<file path="src/rtl/adsr_pkg.sv">
`default_nettype none
// ============================================================================
// Module      : adsr_pkg
// Description : Shared definitions for the ADSR envelope stage: envelope
//               state encoding, unity-gain constant and the four fixed
//               instrument profiles (organ, piano, flute, pluck).
//               Profile constants are scaled for 12 envelope fraction bits.
// Revision    : 1.0 - initial release
// ============================================================================
package adsr_pkg;

  // Envelope fraction bits the profile tables are scaled for
  localparam int ENV_W_DEF = 12;

  // Exact unity gain
  localparam int FULL = 1 << ENV_W_DEF;

  typedef enum logic [2:0] {
    ST_IDLE    = 3'd0,
    ST_ATTACK  = 3'd1,
    ST_DECAY   = 3'd2,
    ST_SUSTAIN = 3'd3,
    ST_RELEASE = 3'd4
  } adsr_state_e;

  // Linear per-sample steps and sustain target, indexed by instrument:
  //                                         organ  piano  flute  pluck
  localparam int unsigned ATK_STEP  [4] = '{ 4096,    64,     8,  4096 };
  localparam int unsigned DEC_STEP  [4] = '{    0,     2,     1,     4 };
  localparam int unsigned SUS_LEVEL [4] = '{ 4096,  1024,  3072,     0 };
  localparam int unsigned REL_STEP  [4] = '{ 4096,     4,    16,    64 };

  // Exponential-mode shifts; 0 means jump straight to the target level
  localparam int unsigned DEC_SHIFT [4] = '{    0,     9,    10,     8 };
  localparam int unsigned REL_SHIFT [4] = '{    0,     8,     6,     5 };

endpackage
`default_nettype wire

</file>
<file path="src/rtl/adsr_gain_mult.sv">
`default_nettype none
// ============================================================================
// Module      : adsr_gain_mult
// Description : Two-stage gain pipeline. Stage 1 captures the accepted
//               sample; stage 2 multiplies it (signed) by the envelope
//               level (unsigned) into a registered product. The output is
//               the product arithmetically shifted down by ENV_W (floor).
//               Latency from sample_valid to sample_out_valid is 2 cycles,
//               throughput one sample per cycle.
// Revision    : 1.0 - initial release
// ============================================================================
module adsr_gain_mult #(
  parameter int ENV_W    = 12,
  parameter int SAMPLE_W = 16
) (
  input  logic                clk,
  input  logic                reset,
  input  logic [SAMPLE_W-1:0] sample_in,
  input  logic                sample_valid,
  input  logic [ENV_W:0]      level,
  output logic [SAMPLE_W-1:0] sample_out,
  output logic                sample_out_valid
);

  // Signed sample x unsigned (ENV_W+1)-bit level
  localparam int PROD_W = SAMPLE_W + ENV_W + 1;

  logic [SAMPLE_W-1:0]      sample_q, sample_d;
  logic                     stage1_vld_q, stage1_vld_d;
  logic signed [PROD_W-1:0] product_q, product_d;
  logic                     stage2_vld_q, stage2_vld_d;

  logic signed [PROD_W-1:0] w_sample_ext;
  logic signed [PROD_W-1:0] w_level_ext;
  logic signed [PROD_W-1:0] w_product;

  // Level is non-negative, so zero-extension keeps the multiply signed-correct
  assign w_sample_ext = {{(PROD_W - SAMPLE_W){sample_q[SAMPLE_W-1]}}, sample_q};
  assign w_level_ext  = {{(PROD_W - ENV_W - 1){1'b0}}, level};
  assign w_product    = w_sample_ext * w_level_ext;

  // Next-state for both pipeline stages; data registers hold between strobes
  always_comb begin
    sample_d     = sample_q;
    product_d    = product_q;
    stage1_vld_d = sample_valid;
    stage2_vld_d = stage1_vld_q;
    if (sample_valid) begin
      sample_d = sample_in;
    end
    if (stage1_vld_q) begin
      product_d = w_product;
    end
  end

  // Pipeline registers; reset drops anything in flight
  always_ff @(posedge clk or negedge reset) begin
    if (!reset) begin
      sample_q     <= '0;
      stage1_vld_q <= 1'b0;
      product_q    <= '0;
      stage2_vld_q <= 1'b0;
    end else begin
      sample_q     <= sample_d;
      stage1_vld_q <= stage1_vld_d;
      product_q    <= product_d;
      stage2_vld_q <= stage2_vld_d;
    end
  end

  // Level never exceeds unity, so the shifted product always fits SAMPLE_W
  assign sample_out       = SAMPLE_W'(product_q >>> ENV_W);
  assign sample_out_valid = stage2_vld_q;

endmodule
`default_nettype wire

</file>
<file path="src/rtl/adsr_envelope.sv">
`default_nettype none
// ============================================================================
// Module      : adsr_envelope
// Description : Attack/decay/sustain/release gain envelope applied to the
//               mixed chord sample stream. The envelope steps once per
//               accepted sample; note events change state immediately and
//               the level step on the same cycle uses the new state's rule.
//               Retrigger resumes attack from the current level.
//               Optional macro ADSR_EXP_DECAY_EN: exponential decay and
//               release steps (max(level >> shift, 1)); default is linear.
// Revision    : 1.0 - initial release
// ============================================================================
module adsr_envelope
  import adsr_pkg::*;
#(
  parameter int ENV_W    = 12,
  parameter int SAMPLE_W = 16
) (
  input  logic                clk,
  input  logic                reset,
  input  logic [SAMPLE_W-1:0] sample_in,
  input  logic                sample_valid,
  input  logic                note_start,
  input  logic                note_release,
  input  logic [1:0]          instrument,
  output logic [SAMPLE_W-1:0] sample_out,
  output logic                sample_out_valid,
  output logic                env_active,
  output logic                env_done,
  output logic [ENV_W:0]      env_level
);

  localparam int LVL_W = ENV_W + 1;
  localparam int CMP_W = ENV_W + 2;
  localparam logic [LVL_W-1:0] FULL_LVL = {1'b1, {ENV_W{1'b0}}};

  adsr_state_e      state_q, state_d;
  adsr_state_e      w_evt_state;
  logic [LVL_W-1:0] level_q, level_d;
  logic [1:0]       inst_q, inst_d;
  logic             done_q, done_d;

  logic [1:0]       w_inst;
  logic [LVL_W-1:0] w_atk;
  logic [LVL_W-1:0] w_sus;
  logic [LVL_W-1:0] w_dec_step;
  logic [LVL_W-1:0] w_rel_step;
  logic [CMP_W-1:0] w_atk_sum;
  logic [CMP_W-1:0] w_dec_floor;

`ifdef ADSR_EXP_DECAY_EN
  // Exponential step: shift 0 jumps to the target, otherwise at least 1
  function automatic logic [LVL_W-1:0] exp_step(input logic [LVL_W-1:0] lvl,
                                                input int unsigned      sh);
    logic [LVL_W-1:0] scaled;
    scaled = lvl >> sh;
    if (sh == 0) begin
      return lvl;
    end
    if (scaled == '0) begin
      return LVL_W'(1);
    end
    return scaled;
  endfunction
`endif

  // A note start latches the new profile; it governs this cycle's step too
  assign w_inst = note_start ? instrument : inst_q;

  // Profile constants and step arithmetic for the profile in force this cycle
  always_comb begin
    w_atk = LVL_W'(ATK_STEP[w_inst]);
    w_sus = LVL_W'(SUS_LEVEL[w_inst]);
`ifdef ADSR_EXP_DECAY_EN
    w_dec_step = exp_step(level_q, DEC_SHIFT[w_inst]);
    w_rel_step = exp_step(level_q, REL_SHIFT[w_inst]);
`else
    w_dec_step = LVL_W'(DEC_STEP[w_inst]);
    w_rel_step = LVL_W'(REL_STEP[w_inst]);
`endif
    w_atk_sum   = {1'b0, level_q} + {1'b0, w_atk};
    w_dec_floor = {1'b0, w_sus} + {1'b0, w_dec_step};
  end

  // Event handling first, then the level step under the resulting state
  always_comb begin
    w_evt_state = state_q;
    state_d     = state_q;
    level_d     = level_q;
    inst_d      = w_inst;
    done_d      = 1'b0;

    // note_start wins over a simultaneous note_release
    if (note_start) begin
      w_evt_state = ST_ATTACK;
    end else if (note_release &&
                 (state_q == ST_ATTACK || state_q == ST_DECAY ||
                  state_q == ST_SUSTAIN)) begin
      w_evt_state = ST_RELEASE;
    end
    state_d = w_evt_state;

    if (sample_valid) begin
      case (w_evt_state)
        ST_ATTACK: begin
          if (w_atk_sum >= CMP_W'(FULL_LVL)) begin
            level_d = FULL_LVL;
            state_d = ST_DECAY;
          end else begin
            level_d = w_atk_sum[LVL_W-1:0];
          end
        end
        ST_DECAY: begin
          if ({1'b0, level_q} > w_dec_floor) begin
            level_d = level_q - w_dec_step;
          end else begin
            level_d = w_sus;
          end
          // A zero decay step means the profile has no decay phase
          if (level_d == w_sus || w_dec_step == '0) begin
            state_d = ST_SUSTAIN;
          end
        end
        ST_RELEASE: begin
          if (level_q > w_rel_step) begin
            level_d = level_q - w_rel_step;
          end else begin
            level_d = '0;
            state_d = ST_IDLE;
            done_d  = 1'b1;
          end
        end
        default: begin
          level_d = level_q;
        end
      endcase
    end
  end

  // Envelope state, level and latched profile
  always_ff @(posedge clk or negedge reset) begin
    if (!reset) begin
      state_q <= ST_IDLE;
      level_q <= '0;
      inst_q  <= 2'd0;
      done_q  <= 1'b0;
    end else begin
      state_q <= state_d;
      level_q <= level_d;
      inst_q  <= inst_d;
      done_q  <= done_d;
    end
  end

  // level_q holds the updated level during the multiply cycle
  adsr_gain_mult #(
    .ENV_W    (ENV_W),
    .SAMPLE_W (SAMPLE_W)
  ) u_gain_mult (
    .clk              (clk),
    .reset            (reset),
    .sample_in        (sample_in),
    .sample_valid     (sample_valid),
    .level            (level_q),
    .sample_out       (sample_out),
    .sample_out_valid (sample_out_valid)
  );

  assign env_active = (state_q != ST_IDLE);
  assign env_done   = done_q;
  assign env_level  = level_q;

endmodule
`default_nettype wire

</file>
<file path="config.mk">
export PLATFORM = sky130hd
export DESIGN_NAME = adsr_envelope
export DESIGN_NICKNAME = d
export VERILOG_FILES = /design/src/rtl/adsr_pkg.sv /design/src/rtl/adsr_gain_mult.sv /design/src/rtl/adsr_envelope.sv
export SDC_FILE = /design/constraint.sdc
export NUM_CORES = 1
export LEC_CHECK = 0
export CAP_MARGIN = 25
export CORE_MARGIN = 2
export CORE_UTILIZATION = 60
export DETAILED_ROUTE_END_ITERATION = 6
export PLACE_DENSITY = 0.86
export SETUP_SLACK_MARGIN = 0.4
export SLEW_MARGIN = 20
export SYNTH_ARGS = -nofsm -noshare
export SYNTH_HDL_FRONTEND = slang
export SYNTH_SLANG_ARGS = --single-unit
</file>
<file path="constraint.sdc">
create_clock -name clk -period 8.3 [get_ports clk]
set_input_delay 1.245 -clock clk [delete_from_list [all_inputs] [get_ports clk]]
set_output_delay 1.245 -clock clk [all_outputs]
set_load 0.01 [all_outputs]
</file>
-- Word-level counts from Yosys, hierarchy flattened
Index checks and enable logic that the tools add are counted.
- add/sub/neg operators: 4
- multiply operators: 1
- $lt $le $gt $ge: 4
- equal/unequal tests: 7
- muxes and demuxes: 29
- bitwise logic cells: 1
- reduce and logical (&&, ||, !) cells: 8
- operators with widths (operator ; count):
    $bmux W32 S2 ; 4
    $mux W13 ; 13
    $pmux W13 S3 ; 1
    $add A13 B13 Y14 ; 2
    $mul A16 B14 Y28 ; 1
    $sub A13 B13 Y13 ; 2
    $mux W3 ; 6
    $ge A14 B13 Y1 const B ; 1
    $gt A13 B14 Y1 ; 1
    $eq A13 B13 Y1 ; 1
    $gt A13 B13 Y1 ; 1
    $logic_not A13 Y1 ; 1
    $eq A3 B2 Y1 const B ; 3
    $pmux W3 S3 ; 1
    $eq A3 B1 Y1 const B ; 2
    $reduce_bool A3 Y1 ; 2
    $eq A3 B3 Y1 const B ; 1
    $ge A3 B3 Y1 const B ; 1
    $logic_or A1 B1 Y1 ; 3
    $mux W1 ; 3
    $not A2 Y3 ; 1
    $mux W2 ; 1
    $reduce_and A2 Y1 ; 1
    $logic_and A1 B1 Y1 ; 1
- register bits after elaboration: 65
- bits of input ports: 23
- output and inout bits: 32
- word-level logic and storage cells: 62

-- Logic depth before layout (Yosys ltp)
Gate-level depths: netlist of run 1.
- depth after elaboration: 15
- gate-level depth with buffers: 23
- mapped depth without buffers: 21

-- By module
Synthesis of run 1 repeated with hierarchy kept, for this count alone.
- cells, all modules: 1179
- area total of the unflattened synthesis: 10976.8 µm²
- by module, submodules not included (module ; times used ; cells an instance ; area each (µm²)):
    adsr_gain_mult ; 1 ; 909 ; 8720.9
    adsr_envelope ; 1 ; 270 ; 2255.9

-- Worst setup path before layout of run 1
OpenSTA, ideal clock, no wires.
- path type: register to register
- start: reg level_q[10] (netlist: env_level[10])
- end: reg u_gain_mult.product_q[27]
- data arrival time: 6.352 ns
- data required time: 8.168 ns
- setup slack: 1.816 ns
- stages on the path, launching flop included: 22
- clock period less this slack: 6.484 ns
- cells stage by stage: dfrtp_1 buf_2 clkbuf_1 clkbuf_1 nand2_1 fa_1 inv_1 fa_1 fa_1 fa_1 fa_1 inv_1 fa_1 inv_1 ha_1 nand4_1 or2_0 or3_1 o211ai_2 a311oi_2 o2111ai_1 or3b_1
- cells in the longest elaborated chain, start to end: 1
- RTL lines (element ; RTL line ; RTL):
    start: declaration ; adsr_envelope.sv:39 ; logic [LVL_W-1:0] level_q, level_d;
    start signal: assignment ; adsr_envelope.sv:149 ; level_q <= level_d;
    $mul A16 B14 Y28 ; adsr_gain_mult.sv:40 ; assign w_product = w_sample_ext * w_level_ext;
    end signal: assignment ; adsr_gain_mult.sv:66 ; product_q <= product_d;
    end: declaration ; adsr_gain_mult.sv:30 ; logic signed [PROD_W-1:0] product_q, product_d;
Every way passes these cells.
A chain may end at the register's enable or synchronous reset.

-- Worst setup path in the final report of run 1
- start: reg level_q[3] (netlist: env_level[3])
- end: reg u_gain_mult.product_q[27]
The elaborated chain is that of the path after synthesis.

==> run metrics, run 1 <==
status=finished, final reports clean; final setup vio count=0; final WL=~26000 µm; starting density of the core=about 61%; CTS Buf Count=5; drt drc=0; Iter 0 DRT Violations=between 600 and 700; Max stage delay on crit path=1.00 ns; most used cell, CP=fa_1; Achievable Freq=~150 MHz; Post-DRT Antenna Nets=0; Clock transition at path regs=roughly 0.080 ns; post-synthesis sequential area ratio=12.31%; IO Pins=55; area grow syn2layout=7.467%; setup TNS=0 ns; H-tree depth=2; first-pass GRT wire length=44810 µm; period utilization=between 80% and 90%; Yosys top cell area share=35.68%; minimum clock period=a little under 7 ns; antenna violations before repair=0; Worst Hold Class=flip-flop to flip-flop; Rel. slew slack=30.60%; Nets=1474; worst slack, placed=between 1 and 1.5 ns; Top FF cell, synth=dfrtp_1; clk_lat worst skew=0.31 ns; GP Congestion=~0.95; Mapped Nets=1464; top post-synthesis cells by area=fa_1 36%, dfrtp_1 12%, ha_1 9.9%, inv_1 8.5%, and2_1 6.6%; Post-CTS Hold Buffers=0; DR pass1 iterations=6; CTS tree=yes; critical path startpoint category=flip-flop; critical path's slowest cell=dfrtp_1; Post-CTS Resized=0; clk sink count=53; ys async rst share=100.0%; share of cells above drive strength 1=5.106%; total global-route track usage=between 20% and 30%; final clock skew=between 0.01 and 0.015 ns; GRT overflow=0; Core Rows=a little under 50; peak supply drop=about 0.38 mV; Syn Inst Count=~1200; Yosys reg bits=between 50 and 60; Data required, critical path=between 8 and 9 ns; DIE HEIGHT=138.0 µm; final hold vios=0; yosys warns=0; Netlist cell types=78; area leader, netlist=fa_1; PwrDens=about 430 nW/µm²; RSZ-0062 raised after global routing=no; Layout Utilization=between 60% and 70%; WS Path Type=flip-flop to flip-flop; final instance area=around 12000 µm²; endpoint type of the worst setup path=flip-flop; syn avg cell area=9.256 µm²; setup ws final=1.416 ns; drt wl/cell=roughly 19 µm; largest net degree at the start of global routing=between 50 and 60; Post-CTS Setup Inserts=0; Port Buffers=54; crit-path max FO=27; vias in the first global route=9049; Placeable Area=around 18000 µm²; CTS root buffer=clkbuf_16; Die W=roughly 140 µm; DP Area=~11000 µm²; antenna cells=0; Worst Path Arrival=just over 7 ns; actual slew at the worst max-slew pin=around 1.0 ns; deepest clock path buffer count=2; Finished Layout Cells=~1400; max_cap viols=0; post-DP HPWL=between 20000 and 25000 µm; die area=19050 µm²; Post-Syn Area=about 11000 µm²; max-slew violation count=0; critical-path cell list=and2_1 -> fa_1 -> fa_1 -> fa_1 -> fa_1 -> fa_1 -> inv_1 -> fa_1 -> inv_1 -> ha_1 -> nor3_1 -> o21ai_0 -> o2111ai_1 -> o211ai_2 -> a311oi_2 -> nor4_1 -> or3b_1; vias per std cell=roughly 5.9; Leak Pwr=~0.0058 µW; via count=8255; placed cell count=around 1400; filler instances=around 1300; Post-synth EDFFs=0
sequential cells by signal (all words and copies together) (netlist names):
name and count:
u_gain_mult.product_q 16, u_gain_mult.sample_out_valid 1, state_q 3, inst_q 2, u_gain_mult.stage1_vld_q 1, env_level 13
u_gain_mult.sample_q 16, env_done 1
kinds of logic after synthesis:
group / share of synthesized area (%)
flip-flops: 12.31
AO/OA/AOI/OAI: 7.967
adder cells (fa/ha/maj): 45.55
buffers and inverters: 10.88
AND/OR/NAND/NOR: 16.54
multiplexers: 3.507
XOR/XNOR: 3.252
cell usage in the layout, fill, tap and decap left out, types with 11 or more instances in the layout:
master / n
inv_1: 243
xor2_1: 11
clkdlybuf4s50_1: 53
xnor2_1: 29
a21oi_1: 22
ha_1: 85
nand3_1: 11
nor2_1: 29
o21ai_0: 24
mux2_2: 29
dfrtp_1: 53
and2_1: 113
fa_1: 192
nand2_1: 119
nor3_1: 12
per-layer routing:
metal | GRT usage, % | up-vias | wire length, µm
met5 | 0 | - | 0
met4 | 10.90 | 0 | 1106
li1 | - | 3643 | -
met2 | 49.24 | 428 | 12850
met3 | 4.018 | 99 | 2242
met1 | 39.13 | 4085 | 10220
worst max-delay path: cells and delay by family, from the launching register on:
family,cells,cell delay (ns)
adder cells (fa/ha/maj),7,3.55
AND/OR/NAND/NOR,4,1.04
flip-flops,1,1.00
buffers and inverters,2,0.09
AO/OA/AOI/OAI,4,1.06
path summary, 6_finish.rpt:
kind	startpoint	end	slack [ns]	depth (start not counted)
worst max register to register	env_level[3]	u_gain_mult.product_q[27]	1.42	17
worst min-delay path	u_gain_mult.product_q[14]	u_gain_mult.product_q[14]	0.52	1
min in group asynchronous	reset	u_gain_mult.sample_q[2]	1.07	2
worst max-delay path	env_level[3]	u_gain_mult.product_q[27]	1.42	17
worst min register to register	u_gain_mult.product_q[14]	u_gain_mult.product_q[14]	0.52	1
max in group asynchronous	reset	u_gain_mult.sample_q[12]	6.73	2
per-stage QoR:
stage | power, µW | hold slack [ns]
detailed placement | 4589 | 0.5002
global placement | 4397 | 0.4914
floorplan | 3559 | 0.3519
finish | 4924 | 0.5172
CTS | 4906 | 0.5188
global route | 5537 | 0.5410
area by class of cell:
cell class | count | area (µm²) | share of cell area, %
Multi-Input combinational cell | 810 | 8275 | 71.47
Sequential cell | 53 | 1326 | 11.45
Inverter | 243 | 912.1 | 7.878
Timing Repair Buffer | 61 | 588.1 | 5.079
Tap cell | 229 | 286.5 | 2.475
Clock buffer | 5 | 125.1 | 1.081
Clock inverter | 3 | 65.06 | 0.5619
power by group:
| group | leakage [µW] | total [µW] | internal (µW) | switching, µW |
|---|---|---|---|---|
| Clock | 0.0000938 | 282 | 173 | 109 |
| Sequential | 0.000658 | 562 | 342 | 220 |
| Combinational | 0.00502 | 4080 | 1780 | 2300 |
| Total | 0.00577 | 4920 | 2300 | 2630 |
cell usage after synthesis (7+ instances only):
cell	instances
nand3_1	11
ha_1	85
fa_1	192
a21oi_1	22
buf_2	7
nand4_1	7
nor3_1	12
o211ai_1	7
clkbuf_1	42
xor2_1	11
nor2_1	29
inv_1	243
xnor2_1	29
mux2_2	29
o21ai_0	24
dfrtp_1	53
nand2_1	119
a211oi_1	7
and2_1	113
No activity file was read; power rests on OpenSTA's default activity.
==> run 2: changes to the inputs <==
--- a/config.mk
+++ b/config.mk
@@ -7,9 +7,9 @@
 export LEC_CHECK = 0
 export CAP_MARGIN = 25
 export CORE_MARGIN = 2
-export CORE_UTILIZATION = 60
+export CORE_UTILIZATION = 57
 export DETAILED_ROUTE_END_ITERATION = 6
-export PLACE_DENSITY = 0.86
+export PLACE_DENSITY = 0.85
 export SETUP_SLACK_MARGIN = 0.4
 export SLEW_MARGIN = 20
 export SYNTH_ARGS = -nofsm -noshare
==> constraint.sdc (replaced) <==
create_clock -name clk -period 6 [get_ports clk]
set_input_delay 0.9 -clock clk [delete_from_list [all_inputs] [get_ports clk]]
set_output_delay 0.9 -clock clk [all_outputs]
set_load 0.01 [all_outputs]
==> run 2 against run 1 <==
  * The flow now finishes with violations (setup timing)
  * Cell count up 7.6%
  * Worst hold slack worse by 0.028 ns
  * Largest cell class unchanged
  * Die area up 5.1%
  * Clock skew down 0.0023 ns
  * Combinational power up 74%
  * Highest routed layer unchanged
  * Register-to-register slack worse by 1.6 ns
  * Via count up 8.2%
  * Routed wire length up 13%
  * Setup slack worse by 1.6 ns
  * Core utilization up 3.8 points
  * Cell area up 11%
==> run metrics, run 2 (synthesis gave the netlist of run 1 again) <==
CTS root buffer=clkbuf_16; failing checks=setup timing; H-tree depth=2; PwrDens=around 630 nW/µm²; setup ws final=-0.1549 ns; Nets=1577; Layout Utilization=between 60% and 70%; Placeable Area=roughly 19000 µm²; final setup vio count=7; critical path startpoint category=flip-flop; vias in the first global route=between 9000 and 10000; RSZ-0062 raised after global routing=yes; filler instances=1291; max_cap viols=0; Die W=~140 µm; deepest clock path buffer count=2; drt drc=0; WHS=around 0.49 ns; clk sink count=53; Core Rows=50; first-pass GRT wire length=around 46000 µm; largest net degree at the start of global routing=54; DR pass1 iterations=5; reg-to-reg startpoint=env_level[8]; Worst Hold Class=flip-flop to flip-flop; vias per std cell=roughly 5.9; multi-input logic area=between 8000 and 9000 µm²; crit-path max FO=4; GRT overflow=0; register area=around 1300 µm²; WP depth=22; IO Pins=55; most used cell, CP=fa_1; antenna violations before repair=0; Achievable Freq=162.5 MHz; critical-path cell list=buf_12 -> and2_1 -> fa_1 -> inv_1 -> fa_1 -> inv_1 -> fa_1 -> fa_2 -> fa_1 -> inv_2 -> fa_1 -> inv_2 -> ha_4 -> nand4_1 -> or2_1 -> or3_4 -> o211ai_4 -> buf_4 -> buf_6 -> a31oi_1 -> xnor2_1 -> mux2_2; Buf/Inv on CP=7; max-slew violation count=0; Post-DRT Antenna Nets=0; CP Capture Point=u_gain_mult.product_q[25]; leading cell type in the layout, fill and taps excluded=inv_1; Leak Pwr=about 0.0063 µW; clk_lat worst skew=about 0.32 ns; total global-route track usage=29.26%; final clock skew=0.01188 ns; Reg-to-Reg End=u_gain_mult.product_q[25]; crit path launch=env_level[8]; setup TNS=-0.6128 ns; Clock transition at path regs=around 0.080 ns; GP Congestion=between 0.9 and 1; die area=between 20000 and 25000 µm²; starting density of the core=between 50% and 60%; via count=8928; DIE HEIGHT=about 140 µm; status=complete, but fails checks; critical path's slowest cell=fa_1; Data required, critical path=around 6.2 ns; actual slew at the worst max-slew pin=~0.8 ns; period utilization=102.6%; commonest non-fill, non-tap cells in the layout=224 x inv_1, 186 x fa_1, 114 x nand2_1; minimum clock period=approximately 6 ns; worst slack, placed=-0.1857 ns; drt wl/cell=19.79 µm; Port Buffers=54; peak supply drop=~0.73 mV; Rel. slew slack=between 40% and 50%; critical path's top delay family=adder cells; area grow syn2layout=19.24%; Worst Path Arrival=6.37 ns; antenna cells=0; CTS tree=yes; Post-CTS Hold Buffers=0; share of cells above drive strength 1=20.28%; post-DP HPWL=roughly 21000 µm; CTS Buf Count=5; final WL=approximately 30000 µm; endpoint type of the worst setup path=flip-flop; flop2flop setup slack=-0.15 ns; final hold vios=0; WS Path Type=flip-flop to flip-flop; Max stage delay on crit path=between 0.5 and 0.6 ns; Iter 0 DRT Violations=~700; R2R depth=22
run 2: cell types whose count changed in the layout (fill, tap and decap cells not counted), moves of 18 or more:
cell     previous run  this run
inv_1             243       224
dfrtp_2             0        18
buf_4               7        87
inv_2               0        19
dfrtp_1            53        35
buf_6               0        19
run 2: timing repair:
| item | 4_1_cts | 5_1_grt |
|---|---|---|
| setup endpoints to repair | 16 | 16 |
| pin swaps | 36 | 34 |
| resized for setup | 66 | 58 |
| gates cloned | 0 | 0 |
| setup buffers | 27 | 19 |
run 2: worst min path at each step:
stage	from	endpoint	cells past startpoint
after global placement	u_gain_mult.product_q[18]	u_gain_mult.product_q[18]	2
after floorplan	u_gain_mult.stage1_vld_q	u_gain_mult.sample_out_valid	0
after global routing	u_gain_mult.product_q[19]	u_gain_mult.product_q[19]	2
after detailed placement	u_gain_mult.product_q[18]	u_gain_mult.product_q[18]	2
after CTS	u_gain_mult.product_q[18]	u_gain_mult.product_q[18]	2
final	u_gain_mult.product_q[19]	u_gain_mult.product_q[19]	2
run 2: cell type report:
type,count,area share [%]
Clock buffer,5,0.9739
Clock inverter,2,0.3019
Inverter,243,7.100
Multi-Input combinational cell,810,67.42
Sequential cell,53,10.50
Tap cell,234,2.279
Timing Repair Buffer,164,11.42
run 2: worst register-to-register path, cell delays in order, from the launching register on:
cell and delay, ns:
dfrtp_2 0.47, buf_12 0.15, and2_1 0.16, fa_1 0.54
inv_1 0.08, fa_1 0.59, inv_1 0.08, fa_1 0.39
fa_2 0.39, fa_1 0.55, inv_2 0.06, fa_1 0.51
inv_2 0.05, ha_4 0.26, nand4_1 0.11, or2_1 0.27
or3_4 0.36, o211ai_4 0.27, buf_4 0.17, buf_6 0.09
a31oi_1 0.09, xnor2_1 0.15, mux2_2 0.26
run 2: where the power goes:
part / switching, µW / internal, µW
combinational: 3840 / 3260
clock: 161 / 197
sequential: 148 / 483
total: 4150 / 3940
run 2: per-layer routing:
layer  up-vias  share of wire [%]  track usage [%]
li1       3847                  -                -
met1      4486                 37            36.20
met2       477                 51            50.92
met3       118                7.5            5.029
met4         0                4.6            12.32
met5         -                  0                0
run 2: through the flow:
| step | cells | area, µm² | power [µW] |
|---|---|---|---|
| CTS | 1492 | 12550 | 7464 |
| global route | 1511 | 12850 | 8898 |
| detailed placement | 1458 | 11900 | 6729 |
| finish | 1511 | 12850 | 8084 |
| floorplan | 1164 | 11000 | 5105 |
| global placement | 1458 | 11900 | 6318 |
==> run 3: changes to the inputs <==
--- a/config.mk
+++ b/config.mk
@@ -5,10 +5,11 @@
 export SDC_FILE = /design/constraint.sdc
 export NUM_CORES = 1
 export LEC_CHECK = 0
-export CAP_MARGIN = 25
+export CAP_MARGIN = 20
 export CORE_MARGIN = 2
-export CORE_UTILIZATION = 57
+export CORE_UTILIZATION = 60
 export DETAILED_ROUTE_END_ITERATION = 6
+export DONT_BUFFER_PORTS = 1
 export PLACE_DENSITY = 0.85
 export SETUP_SLACK_MARGIN = 0.4
 export SLEW_MARGIN = 20
==> run 3 against run 2 <==
  * The flow still finishes with violations (setup timing)
  * Sequential share of layout area increased by 0.50 points
  * Clock skew about the same
  * Count of clock-buffer cells in the layout increased by 1
  * Flip-flop and latch count unchanged
  * Fmax about the same
  * Setup slack improved by 0.0054 ns
  * First-iteration DRC count increased by 42%
  * Non-clock buffer count decreased by 58
  * Core utilization increased by 0.15 points
  * Routed wire length increased by 7.1%
  * Global-route usage increased by 1.6 points
  * Via count increased by 2.1%
==> run metrics, run 3 (synthesis gave the netlist of run 1 again) <==
worst slack, placed=-0.1525 ns; drt drc=0; Nets=1519; Post-CTS Hold Buffers=0; crit path launch=env_level[4]; final WL=around 32000 µm; area grow syn2layout=13.97%; Post-DRT Antenna Nets=0; first-pass GRT wire length=approximately 47000 µm; Port Buffers=0; total global-route track usage=around 31%; status=complete, but fails checks; critical-path cell list=and2_4 -> fa_1 -> inv_1 -> fa_1 -> inv_1 -> fa_1 -> fa_1 -> fa_1 -> inv_1 -> fa_1 -> inv_2 -> ha_4 -> nand2_1 -> or2_1 -> or3_4 -> o211ai_4 -> a311oi_4 -> o2111ai_1 -> or3b_1; period utilization=102.5%; clk_lat worst skew=around 0.31 ns; Data required, critical path=between 6 and 7 ns; R2R depth=19; Worst Hold Class=input port to async pin; final hold vios=0; minimum clock period=6.149 ns; WS Path Type=flip-flop to flip-flop; crit-path max FO=7; Iter 0 DRT Violations=between 900 and 1000; CTS root buffer=clkbuf_16; Die W=138.0 µm; antenna cells=0; share of cells above drive strength 1=roughly a fifth; clk sink count=53; IO Pins=55; die area=around 19000 µm²; H-tree depth=2; post-DP HPWL=21420 µm; CTS tree=yes; critical path's slowest cell=fa_1; most used cell, CP=fa_1; antenna violations before repair=1; GRT overflow=0; CP Capture Point=u_gain_mult.product_q[27]; final clock skew=between 0.01 and 0.015 ns; via count=9115; largest net degree at the start of global routing=54; setup ws final=-0.1495 ns; Max stage delay on crit path=between 0.6 and 0.7 ns; actual slew at the worst max-slew pin=0.9359 ns; Reg-to-Reg End=u_gain_mult.product_q[27]; final setup vio count=6; max-slew violation count=0; failing checks=setup timing; DP Area=approximately 11000 µm²; starting density of the core=60.60%; Achievable Freq=162.6 MHz; Clock transition at path regs=0.08 ns; CTS Buf Count=5; final instance area=about 12000 µm²; RSZ-0062 raised after global routing=yes; reg-to-reg startpoint=env_level[4]; DIE HEIGHT=~140 µm; flop2flop setup slack=-0.15 ns; Placeable Area=~18000 µm²; setup TNS=-0.6865 ns; deepest clock path buffer count=2; critical path startpoint category=flip-flop; DR pass1 iterations=6; drt wl/cell=~22 µm; max_cap viols=0; vias in the first global route=9528; GP Congestion=roughly 0.95; commonest non-fill, non-tap cells in the layout=233 x inv_1, 185 x fa_1, 116 x nand2_1; Worst Path Arrival=approximately 6.3 ns; Rel. slew slack=37.61%; leading cell type in the layout, fill and taps excluded=inv_1; endpoint type of the worst setup path=flip-flop; Core Rows=49; vias per std cell=between 6 and 7
==> run 3: cell count changes in the layout (fill, tap and decap cells not counted), sizes merged <==
cell and change:
clkdlybuf4s50 -53, buf -5, clkbuf +1, clkinv +1, inv -1
==> run 3: critical path: cells and delay by family, from the launching register on <==
kind	cells	cell delay (ns)
buffers and inverters	4	0.29
AOI/OAI and AO/OA	3	0.56
and+or+nand+nor	5	1.20
DFF	1	0.50
adders and majority gates	7	3.47
==> run 3: metrics by stage <==
stage / std cells / hold slack [ns] / util (%)
final: 1449 / 0.2761 / 69.06
after global placement: 1401 / 0.5564 / 63.98
after floorplan: 1164 / 0.3519 / -
after global routing: 1449 / 0.2619 / 69.06
after detailed placement: 1401 / 0.5555 / 63.98
after CTS: 1438 / 0.2653 / 67.49
==> run 3: how the worst min path moves through the flow <==
stage,start,endpoint,slack (ns),depth (start not counted)
2_1_floorplan,u_gain_mult.stage1_vld_q,u_gain_mult.sample_out_valid,0.35,0
3_3_place_gp,u_gain_mult.product_q[19],u_gain_mult.product_q[19],0.56,2
3_5_place_dp,u_gain_mult.product_q[18],u_gain_mult.product_q[18],0.56,2
4_1_cts,reset,u_gain_mult.sample_q[0],0.27,0
5_1_grt,reset,u_gain_mult.sample_q[0],0.26,0
6_report,reset,u_gain_mult.sample_q[0],0.28,0
==> run 3: area by class of cell <==
type,count,area [µm²]
Inverter,243,912.1
Clock inverter,2,38.79
Sequential cell,53,1350
Fill cell,1198,5500
Tap cell,229,286.5
Multi-Input combinational cell,810,8668
Timing Repair Buffer,106,894.6
Clock buffer,6,128.9
==> run 3: routing by layer <==
metal / wire [µm] / vias up / track usage (%)
met5: 16 / - / 0
li1: - / 3725 / -
met2: 15850 / 661 / 53.96
met1: 10780 / 4474 / 37.07
met3: 2729 / 253 / 5.577
met4: 2636 / 2 / 14.98
==> run 3: timing repair <==
action / in CTS / in global routing
pin swaps: 31 / 22
buffers inserted: 29 / 11
setup endpoints to repair: 14 / 16
resized for setup: 60 / 40
Power of run 3 is left out: the tool's default activity adds up to more than one toggle a clock period on the data nets, which glitch-free logic cannot reach.
